<file path="src/rtl/rf_access_sequencer_if.sv">
// ============================================================================
// Module      : rf_access_sequencer_if
// Description : Handshake and register-file control bundle for
//               rf_access_sequencer.
//               master : sample source / controlling side (drives start,
//                        stop, in_valid; observes everything else)
//               slave  : the sequencer itself
//               Signals: start, stop, in_valid, in_ready, wr_en, wr_addr,
//                        rd_en, rd_addr1..3, out_valid, busy, done and,
//                        when SAMPLE_COUNT_EN is defined, sample_count[15:0].
// Macro       : SAMPLE_COUNT_EN adds the sample_count signal.
// Revision    : 1.0  initial release
// ============================================================================
`default_nettype none

interface rf_access_sequencer_if #(
  parameter int AW = 4
);
  logic          start;
  logic          stop;
  logic          in_valid;
  logic          in_ready;
  logic          wr_en;
  logic [AW-1:0] wr_addr;
  logic          rd_en;
  logic [AW-1:0] rd_addr1;
  logic [AW-1:0] rd_addr2;
  logic [AW-1:0] rd_addr3;
  logic          out_valid;
  logic          busy;
  logic          done;
`ifdef SAMPLE_COUNT_EN
  logic [15:0]   sample_count;
`endif

  modport master (
    output start, stop, in_valid,
    input  in_ready, wr_en, wr_addr, rd_en, rd_addr1, rd_addr2, rd_addr3,
           out_valid, busy, done
`ifdef SAMPLE_COUNT_EN
    , input sample_count
`endif
  );

  modport slave (
    input  start, stop, in_valid,
    output in_ready, wr_en, wr_addr, rd_en, rd_addr1, rd_addr2, rd_addr3,
           out_valid, busy, done
`ifdef SAMPLE_COUNT_EN
    , output sample_count
`endif
  );
endinterface

`default_nettype wire

</file>
<file path="src/rtl/rf_access_sequencer.sv">
// ============================================================================
// Module      : rf_access_sequencer
// Description : Handshaked address sequencer for a DEPTH-entry sample
//               register file (one write port, three history read ports).
//               Every accepted sample produces a registered write strobe;
//               once three samples of history exist, each accepted sample
//               also produces a read strobe with the addresses of the
//               samples 1, 2 and 3 back. out_valid is the read strobe
//               delayed by LAT cycles.
// Ports       : clk        - clock, rising edge
//               rst_n      - asynchronous active-low reset
//               bus        - rf_access_sequencer_if.slave (start/stop pulses,
//                            in_valid/in_ready handshake, wr_en/wr_addr,
//                            rd_en/rd_addr1..3, out_valid, busy, done)
// Macro       : SAMPLE_COUNT_EN adds a 16-bit saturating per-run count of
//               accepted samples (bus.sample_count).
// Revision    : 1.0  initial release
// ============================================================================
`default_nettype none

module rf_access_sequencer #(
  parameter int DEPTH = 15,  // register-file entries, addresses wrap mod DEPTH
  parameter int AW    = 4,   // address width, 2**AW >= DEPTH
  parameter int LAT   = 2    // rd_en to read-data-valid latency, 1..4
) (
  input wire logic             clk,
  input wire logic             rst_n,
  rf_access_sequencer_if.slave bus
);

  typedef enum logic [1:0] {
    S_IDLE  = 2'd0,
    S_FILL  = 2'd1,
    S_RUN   = 2'd2,
    S_DRAIN = 2'd3
  } state_t;

  // Pipe stages below LAT-2 still have more than one cycle to travel when
  // the FSM leaves DRAIN; anything in them must be allowed to emerge first.
  // Stage LAT-2 emerges in the done cycle itself, so it never blocks.
  localparam int             c_HOLD_BITS = (LAT > 2) ? LAT - 2 : 0;
  localparam logic [LAT-1:0] c_HOLD_MASK = LAT'((1 << c_HOLD_BITS) - 1);
  localparam logic [AW-1:0]  c_LAST      = AW'(DEPTH - 1);

  state_t         r_state;
  logic [AW-1:0]  r_wr_ptr;
  logic [1:0]     r_fill_cnt;
  logic [LAT-1:0] r_vpipe;
  logic           r_wr_en;
  logic [AW-1:0]  r_wr_addr;
  logic           r_rd_en;
  logic [AW-1:0]  r_rd_addr1;
  logic [AW-1:0]  r_rd_addr2;
  logic [AW-1:0]  r_rd_addr3;
  logic           r_busy;
  logic           r_done;
`ifdef SAMPLE_COUNT_EN
  logic [15:0]    r_sample_count;
`endif

  logic           w_in_ready;
  logic           w_accept;
  logic           w_drain_ok;

  // (ptr - n) mod DEPTH, computed as ptr + (DEPTH - n) in AW+1 bits with a
  // single conditional subtract so no out-of-range address can appear.
  function automatic logic [AW-1:0] f_back(input logic [AW-1:0] ptr,
                                           input int unsigned   n);
    logic [AW:0] sum;
    sum = {1'b0, ptr} + (AW+1)'(DEPTH - n);
    if (sum >= (AW+1)'(DEPTH)) begin
      sum = sum - (AW+1)'(DEPTH);
    end
    return AW'(sum);
  endfunction

  // stop has priority over a coincident sample.
  assign w_in_ready = ((r_state == S_FILL) || (r_state == S_RUN)) && !bus.stop;
  assign w_accept   = bus.in_valid && w_in_ready;
  assign w_drain_ok = !r_rd_en && ((r_vpipe & c_HOLD_MASK) == '0);

  always_ff @(posedge clk or negedge rst_n) begin
    if (!rst_n) begin
      r_state        <= S_IDLE;
      r_wr_ptr       <= '0;
      r_fill_cnt     <= '0;
      r_vpipe        <= '0;
      r_wr_en        <= 1'b0;
      r_wr_addr      <= '0;
      r_rd_en        <= 1'b0;
      r_rd_addr1     <= '0;
      r_rd_addr2     <= '0;
      r_rd_addr3     <= '0;
      r_busy         <= 1'b0;
      r_done         <= 1'b0;
`ifdef SAMPLE_COUNT_EN
      r_sample_count <= '0;
`endif
    end else begin
      r_wr_en <= 1'b0;
      r_rd_en <= 1'b0;
      r_done  <= 1'b0;
      r_vpipe <= (r_vpipe << 1) | LAT'(r_rd_en);

      if (w_accept) begin
        r_wr_en   <= 1'b1;
        r_wr_addr <= r_wr_ptr;
        r_wr_ptr  <= (r_wr_ptr == c_LAST) ? '0 : r_wr_ptr + 1'b1;
        if (r_state == S_RUN) begin
          r_rd_en    <= 1'b1;
          r_rd_addr1 <= f_back(r_wr_ptr, 1);
          r_rd_addr2 <= f_back(r_wr_ptr, 2);
          r_rd_addr3 <= f_back(r_wr_ptr, 3);
        end else if (r_fill_cnt != 2'd3) begin
          r_fill_cnt <= r_fill_cnt + 2'd1;
        end
`ifdef SAMPLE_COUNT_EN
        if (r_sample_count != 16'hFFFF) begin
          r_sample_count <= r_sample_count + 16'd1;
        end
`endif
      end

      case (r_state)
        S_IDLE: begin
          r_wr_ptr   <= '0;
          r_fill_cnt <= '0;
          // busy drops here, one cycle after the done cycle, unless a new
          // run starts straight away.
          r_busy     <= bus.start;
          if (bus.start) begin
            r_state        <= S_FILL;
`ifdef SAMPLE_COUNT_EN
            r_sample_count <= '0;
`endif
          end
        end
        S_FILL: begin
          if (bus.stop) begin
            r_state <= S_DRAIN;
          end else if (w_accept && (r_fill_cnt == 2'd2)) begin
            r_state <= S_RUN;
          end
        end
        S_RUN: begin
          if (bus.stop) begin
            r_state <= S_DRAIN;
          end
        end
        S_DRAIN: begin
          // busy is left high so it also covers the done cycle.
          if (w_drain_ok) begin
            r_state <= S_IDLE;
            r_done  <= 1'b1;
          end
        end
        default: r_state <= S_IDLE;
      endcase
    end
  end

  assign bus.in_ready     = w_in_ready;
  assign bus.wr_en        = r_wr_en;
  assign bus.wr_addr      = r_wr_addr;
  assign bus.rd_en        = r_rd_en;
  assign bus.rd_addr1     = r_rd_addr1;
  assign bus.rd_addr2     = r_rd_addr2;
  assign bus.rd_addr3     = r_rd_addr3;
  assign bus.out_valid    = r_vpipe[LAT-1];
  assign bus.busy         = r_busy;
  assign bus.done         = r_done;
`ifdef SAMPLE_COUNT_EN
  assign bus.sample_count = r_sample_count;
`endif

endmodule

`default_nettype wire

</file>
<file path="src/flat_wrapper.sv">
// flat-port wrapper written by rule: the top's interface ports become plain ports
module rf_access_sequencer_flat 
#(
  parameter int DEPTH = 15,                                                    
  parameter int AW    = 4,                                   
  parameter int LAT   = 2                                             
)
  (clk, rst_n, bus_start, bus_stop, bus_in_valid, bus_in_ready, bus_wr_en, bus_wr_addr, bus_rd_en, bus_rd_addr1, bus_rd_addr2, bus_rd_addr3, bus_out_valid, bus_busy, bus_done);
  rf_access_sequencer_if #(.AW(AW)) bus_i ();
  input wire logic clk;
  input wire logic rst_n;
  input wire logic [$bits(bus_i.start)-1:0] bus_start;
  input wire logic [$bits(bus_i.stop)-1:0] bus_stop;
  input wire logic [$bits(bus_i.in_valid)-1:0] bus_in_valid;
  output wire logic [$bits(bus_i.in_ready)-1:0] bus_in_ready;
  output wire logic [$bits(bus_i.wr_en)-1:0] bus_wr_en;
  output wire logic [$bits(bus_i.wr_addr)-1:0] bus_wr_addr;
  output wire logic [$bits(bus_i.rd_en)-1:0] bus_rd_en;
  output wire logic [$bits(bus_i.rd_addr1)-1:0] bus_rd_addr1;
  output wire logic [$bits(bus_i.rd_addr2)-1:0] bus_rd_addr2;
  output wire logic [$bits(bus_i.rd_addr3)-1:0] bus_rd_addr3;
  output wire logic [$bits(bus_i.out_valid)-1:0] bus_out_valid;
  output wire logic [$bits(bus_i.busy)-1:0] bus_busy;
  output wire logic [$bits(bus_i.done)-1:0] bus_done;
  assign bus_i.start = bus_start;
  assign bus_i.stop = bus_stop;
  assign bus_i.in_valid = bus_in_valid;
  assign bus_in_ready = bus_i.in_ready;
  assign bus_wr_en = bus_i.wr_en;
  assign bus_wr_addr = bus_i.wr_addr;
  assign bus_rd_en = bus_i.rd_en;
  assign bus_rd_addr1 = bus_i.rd_addr1;
  assign bus_rd_addr2 = bus_i.rd_addr2;
  assign bus_rd_addr3 = bus_i.rd_addr3;
  assign bus_out_valid = bus_i.out_valid;
  assign bus_busy = bus_i.busy;
  assign bus_done = bus_i.done;
  rf_access_sequencer #(.DEPTH(DEPTH), .AW(AW), .LAT(LAT)) u_core (.clk(clk), .rst_n(rst_n), .bus(bus_i));
endmodule
</file>
<file path="config.mk">
export PLATFORM = sky130hd
export DESIGN_NAME = rf_access_sequencer_flat
export DESIGN_NICKNAME = d
export VERILOG_FILES = /design/src/rtl/rf_access_sequencer_if.sv /design/src/rtl/rf_access_sequencer.sv /design/src/flat_wrapper.sv
export SDC_FILE = /design/constraint.sdc
export NUM_CORES = 1
export LEC_CHECK = 0
export ABC_AREA = 1
export BUFFER_PORTS_ARGS = -buffer_cell sky130_fd_sc_hd__buf_2
export CORE_AREA = 2 2 69 71
export CTS_CLUSTER_DIAMETER = 200
export CTS_CLUSTER_SIZE = 25
export DETAILED_ROUTE_END_ITERATION = 16
export DIE_AREA = 0 0 71 73
export RECOVER_POWER = 50
export SETUP_SLACK_MARGIN = 0.4
export SLEW_MARGIN = 40
export SYNTH_ARGS = -nofsm -noshare
export SYNTH_HDL_FRONTEND = slang
export SYNTH_SLANG_ARGS = --single-unit
</file>
<file path="constraint.sdc">
create_clock -name clk -period 2.3 [get_ports clk]
set_input_delay 0.115 -clock clk [delete_from_list [all_inputs] [get_ports clk]]
set_output_delay 0.115 -clock clk [all_outputs]
set_load 0.005 [all_outputs]
</file>
After elaboration in Yosys (flattened, before gate mapping)
Cells that the tools add are included.

Flip-flop bits (word level): 30. Bits of input ports: 5. Output and inout port bits: 22. Word-level logic and storage cells: 67.

Add/subtract/negate cells: 8. Magnitude comparators: 3. Equal/unequal tests: 11. Muxes and demuxes: 21. Bitwise gates (word level): 1. Reduce and logical (&&, ||, !) cells: 11.

Operators by type and width (number): 2-to-1 mux 4 bit (6); 2-to-1 mux 2 bit (9); adder 4 x 4 -> 5 bit (second input constant) (3); >= comparator 5 x 4 -> 1 bit (second input constant) (3); subtractor 4 bit (second input constant) (3); inequality test 2 bit (second input constant) (5); one-hot mux 2 bit (4 select lines) (1); == test 2 bit (second input constant) (3); 2-to-1 mux 1 bit (5); adder 4 x 1 -> 4 bit (second input constant) (1); == test 4 bit (second input constant) (1); AND reduction 4 bit (1); nonzero test 2 bit (2); logical AND 1 bit (3); inequality test 3 bit (second input constant) (1); AND reduction 3 bit (1); adder 2 x 1 -> 2 bit (second input constant) (1); == test 2 x 1 -> 1 bit (second input constant) (1); zero test 2 bit (1); OR 2 x 1 -> 2 bit (1); AND reduction 2 bit (1); zero test 1 bit (1); logical OR 1 bit (1).

Longest topological paths before layout
Depth in word-level cells: 8. Mapped depth: 11. Mapped depth without buffers: 11.

Worst setup path after synthesis
No wires, ideal clock.

Path kind: register -> register. Start point: register u_core.r_wr_ptr[0]. End point: register u_core.r_rd_addr2[1], in the netlist u_core.bus.rd_addr2[1]. Setup time: 0.119 ns. Data arrival time: 1.490 ns. Data required time: 2.181 ns. Path slack: 0.690 ns. Stages on the path, launching flop included: 12. Buffers on the path: 1. Period minus slack after synthesis: 1.610 ns. Cells stage by stage: dfrtp_1 -> buf_6 -> inv_1 -> ha_1 -> nor2_2 -> nand3_1 -> nand2_1 -> nand2_2 -> nand2_2 -> nand3_1 -> nand2_1 -> nor2_1.

Longest elaborated chain between the ends: 3. Elaborated cells between the ends (all ways): 4. Classes of those cells: add/sub: 2; order compare: 1; mux: 1.

Ends and longest elaborated chain: start, declared (line rf_access_sequencer.sv:46) `logic [AW-1:0] r_wr_ptr;`; start signal, assigned (line rf_access_sequencer.sv:108) `r_wr_ptr <= (r_wr_ptr == c_LAST) ? '0 : r_wr_ptr + 1'b1;`; adder 4 x 4 -> 5 bit * (line rf_access_sequencer.sv:70) `sum = {1'b0, ptr} + (AW+1)'(DEPTH - n);`; subtractor 4 bit / >= comparator 5 x 4 -> 1 bit (equally long branches) (line rf_access_sequencer.sv:72, rf_access_sequencer.sv:71); 2-to-1 mux 4 bit * (line rf_access_sequencer.sv:71) `if (sum >= (AW+1)'(DEPTH)) begin`; end signal, assigned (line rf_access_sequencer.sv:112) `r_rd_addr2 <= f_back(r_wr_ptr, 2);`; end, declared (line rf_access_sequencer.sv:53) `logic [AW-1:0] r_rd_addr2;`.

Every way passes the cells marked *; elsewhere a longest branch is shown, timed or not. A chain may end at the register's enable or synchronous reset.

Final worst setup path
Start point: register u_core.r_state[1]. End point: register u_core.r_rd_addr2[1], in the netlist u_core.bus.rd_addr2[1].

Longest elaborated chain between the ends: 5. Elaborated cells between the ends (all ways): 6. Classes of those cells: eq/ne: 2; reduce/logical: 4.

Ends and longest elaborated chain: start, declared (line rf_access_sequencer.sv:45) `state_t r_state;`; start signal, assigned (line rf_access_sequencer.sv:84) `r_state <= S_IDLE;`; start signal, assigned (line rf_access_sequencer.sv:132) `r_state <= S_FILL;`; start signal, assigned (line rf_access_sequencer.sv:140) `r_state <= S_DRAIN;`; == test 2 x 1 -> 1 bit / == test 2 bit (equally long branches) (line rf_access_sequencer.sv:78) `assign w_in_ready = ((r_state == S_FILL) || (r_state == S_RUN)) && !bus.stop;`; logical OR 1 bit * (line rf_access_sequencer.sv:78); logical AND 1 bit * (line rf_access_sequencer.sv:78); logical AND 1 bit * (line rf_access_sequencer.sv:79) `assign w_accept = bus.in_valid && w_in_ready;`; net u_core.w_accept (line rf_access_sequencer.sv:62) `logic w_accept;`; AND reduction 2 bit (no line) *.

The timed path passes the listed nets; every way through them passes the cells marked *.

==> results by group <==
Critical path
  – Reg-to-reg critical path startpoint: u_core.r_state[1]$_DFFE_PN0P_
  – Reg-to-Reg End: u_core.bus.rd_addr2[1]$_DFFE_PN0P_
  – WP data required: between 2 and 2.5 ns
  – Endpoint class of the critical path: register
  – Critical path peak fanout: 16
  – R2r setup slk: roughly 0.55 ns
  – Cells on worst reg2reg path: 11
  – CP Class: register to register
  – Critical path startpoint category: register
  – WP data arrival: ~1.9 ns

CTS
  – Sink Count: 30
  – CTS buffer count: 5
  – H-Tree Depth: 2
  – Clock Path Buffers: 2
  – CTS Root Cell: clkbuf_8
  – TritonCTS clock tree: done
  – Later-pin clock latency in the skew report: ~0.29 ns
  – Clk slew on worst S/H paths: 0.06 ns

Die
  – I/O Pins: 27
  – Die H: about 73 um
  – FP Rows: 25
  – Core area: 4540 um2
  – Initial Util: around 38%
  – Horiz. Die Dim: between 70 and 80 um
  – Die area: 5180 um2

Timing
  – Final hold vios: 0
  – Setup TNS: 0 ns
  – Worst Max-Slew Pin Slew: about 0.67 ns
  – Max Clk Rate: approximately 0.57 GHz
  – Slew headroom: 55.7%
  – Final slew viol count: 0
  – Clock Skews: 0.00320 ns
  – Number of setup violations in the final report: 0
  – RSZ-0062 raised after global routing: false
  – Minimum clock period: ~1.7 ns
  – Final Cycle Share: between 70% and 80%

Synth
  – Post-synthesis xor/xnor area fraction: 1.03%
  – Synth Net Count: 218
  – Synth warnings: 0
  – Avg Inst Size Synth: between 8 and 9 um2
  – #FFs+latches synth: 30
  – Post-Synth Adder-Cell Area: between 10% and 20%
  – Compound-Gate Fraction of Synth Area: approximately 9.6%
  – Yosys cell types: 28
  – Post-synthesis mux area share: 0%
  – Synthesized area: between 1500 and 2000 um2
  – Sequential element share of the synthesized area: ~44%
  – Largest family of logic cells by synthesized area: simple AND/OR/NAND/NOR gates
  – Post-Syn Instances: between 150 and 200
  – Post-Synth Simple-Gate Area: approximately 27%

Min path
  – Hold Path End: u_core.bus.busy$_DFFE_PN0P_
  – Hold WC Path Type: primary input to register
  – Hold Path Stages: 3
  – HP Start: bus_start

Power and ir drop
  – PD cells: roughly 1200 nW/um2
  – LEAKAGE: approximately 1.1 nW
  – Max VDD drop: 0.357 mV

Detailed routing
  – Detailed-route via count: between 1k and 1.5k
  – Drt drc: 0
  – Count of routing violations after the opening detailed-route iteration: ~80
  – Drt pass-1 iters: 4
  – Routed len/inst: approximately 12 um
  – DRT Wirelength: between 3000 and 4000 um
  – ANT nets after route: 0
  – Vias/cell: 4.74

Layout
  – Layout cell share with drive strength beyond 1: a little under a quarter
  – Register area: between 700 and 800 um2
  – Footprint of the multi-input gates: about 860 um2
  – Area grow syn2layout: 18.5%
  – Fillers: between 400 and 500
  – Leading cell type in the layout, fill and taps excluded: nand2_1
  – Layout Nets: 253
  – Antenna Cells: 0
  – Commonest non-fill, non-tap cells in the layout: nand2_1, dfrtp_1, buf_2, inv_1, ha_1
  – Final Util: around 44%

Placed design
  – Number of port buffers: 26
  – Placer congestion estimate: approximately 0.80
  – DP HPWL: ~2500 um

Global route
  – Vias in the first global route: between 1k and 1.5k
  – First-pass GRT wire length: 6030 um
  – GRT Residual Overflow: 0
  – Initial antenna violation count: 0
  – Largest net degree at the start of global routing: 31
  – Global-route total usage across every layer: 15.1%

Run
  – Number of max-cap violations: 0

Status
  – Outcome: finished clean
## routing by layer
metal / GRT usage [%] / vias to the layer above / routed length (um)
met2: 24.0 / 24 / 1600
met1: 19.6 / 625 / 1670
met3: 3.31 / 7 / 104
li1: - / 703 / -
met4: 6.92 / 0 / 70
met5: 0 / - / 0
## power breakdown
group | internal, mW | switching, mW | total, mW | leakage (nW)
clock network | 0.241 | 0.195 | 0.436 | 0.0482
logic | 0.452 | 0.663 | 1.11 | 0.626
registers | 0.725 | 0.116 | 0.841 | 0.386
## cell type report
class	count	share of cell area [%]
inverter	20	4.09
sequential	30	37.3
clock buffer	7	4.28
multi-input combinational	144	42.7
timing repair buffer	31	8.12
tap	54	3.35
clock inverter	1	0.248
## synthesized netlist by cell type
master | number | area (um2)
a21oi_1 | 3 | 15.0
a21oi_2 | 1 | 8.76
a2bb2oi_1 | 1 | 8.76
a311oi_1 | 1 | 8.76
a31oi_1 | 1 | 6.26
buf_2 | 1 | 5.00
buf_6 | 2 | 22.5
clkinv_4 | 1 | 8.76
dfrtp_1 | 30 | 751
ha_1 | 16 | 200
inv_1 | 17 | 63.8
inv_2 | 2 | 7.51
nand2_1 | 49 | 184
nand2_2 | 5 | 31.3
nand2_4 | 4 | 45.0
nand3_1 | 13 | 65.1
nand3_2 | 2 | 20.0
nand4_1 | 1 | 6.26
nor2_1 | 16 | 60.1
nor2_2 | 4 | 25.0
nor2_4 | 1 | 11.3
o21ai_0 | 12 | 60.1
o21ai_1 | 6 | 30.0
o21bai_1 | 1 | 7.51
o22ai_1 | 3 | 18.8
or2_1 | 1 | 6.26
or2_4 | 1 | 8.76
xor2_1 | 2 | 17.5
## registers in the layout, summed over array words and instances, names as in the netlist
register and count:
u_core.bus.done 1, u_core.bus.wr_addr 4, u_core.r_wr_ptr 4, u_core.bus.rd_addr2 4
u_core.bus.rd_addr1 4, u_core.r_vpipe 2, u_core.r_state 2, u_core.r_fill_cnt 2
u_core.bus.wr_en 1, u_core.bus.rd_en 1, u_core.bus.busy 1, u_core.bus.rd_addr3 4
## metrics by stage
step	setup WS, ns	power (mW)	hold slack (ns)	instances	cell area [um2]
2_1_floorplan	0.690	1.60	-0.181	197	1700
3_3_place_gp	0.395	1.91	0.202	276	1890
3_5_place_dp	0.347	1.93	0.201	276	1890
4_1_cts	0.461	2.39	0.0978	285	2000
5_1_grt	0.423	2.63	0.106	287	2020
6_report	0.552	2.39	0.109	287	2020
## how the worst max path moves through the flow
stage | from | end | slack, ns | depth (start not counted)
after global routing | u_core.r_state[1]$_DFFE_PN0P_ | u_core.bus.rd_addr2[1]$_DFFE_PN0P_ | 0.42 | 11
after global placement | u_core.r_state[0]$_DFFE_PN0P_ | u_core.bus.rd_addr2[1]$_DFFE_PN0P_ | 0.40 | 11
after CTS | u_core.r_state[0]$_DFFE_PN0P_ | u_core.bus.rd_addr2[1]$_DFFE_PN0P_ | 0.46 | 11
after floorplan | u_core.r_wr_ptr[0]$_DFFE_PN0P_ | u_core.bus.rd_addr2[1]$_DFFE_PN0P_ | 0.69 | 11
final | u_core.r_state[1]$_DFFE_PN0P_ | u_core.bus.rd_addr2[1]$_DFFE_PN0P_ | 0.55 | 11
after detailed placement | u_core.r_state[0]$_DFFE_PN0P_ | u_core.bus.rd_addr2[1]$_DFFE_PN0P_ | 0.35 | 11
## logic make-up after synthesis
| kind of cell | Yosys count |
|---|---|
| AND/OR/NAND/NOR | 97 |
| flip-flops | 30 |
| AO/OA/AOI/OAI | 29 |
| buffers and inverters | 23 |
| adder cells (fa/ha/maj) | 16 |
| XOR/XNOR | 2 |
## timing repair
action,CTS,global route
hold endpoints to repair,30,0
hold buffers,1,0
buffers inserted,0,2
pin swaps,0,1
endpoints found under the setup margin,1,2
resized for setup,2,3
## critical path, stage by stage, from the launching register on
cell      delay, ns
dfrtp_1        0.39
inv_1          0.09
ha_1           0.28
inv_1          0.08
nor2_2         0.06
nand2_4        0.14
inv_4          0.07
nand2_8        0.12
clkinv_4       0.10
or2_1          0.21
nand2_1        0.06
nor2_1         0.04
Note: power is estimated with default switching activity, not from simulation.
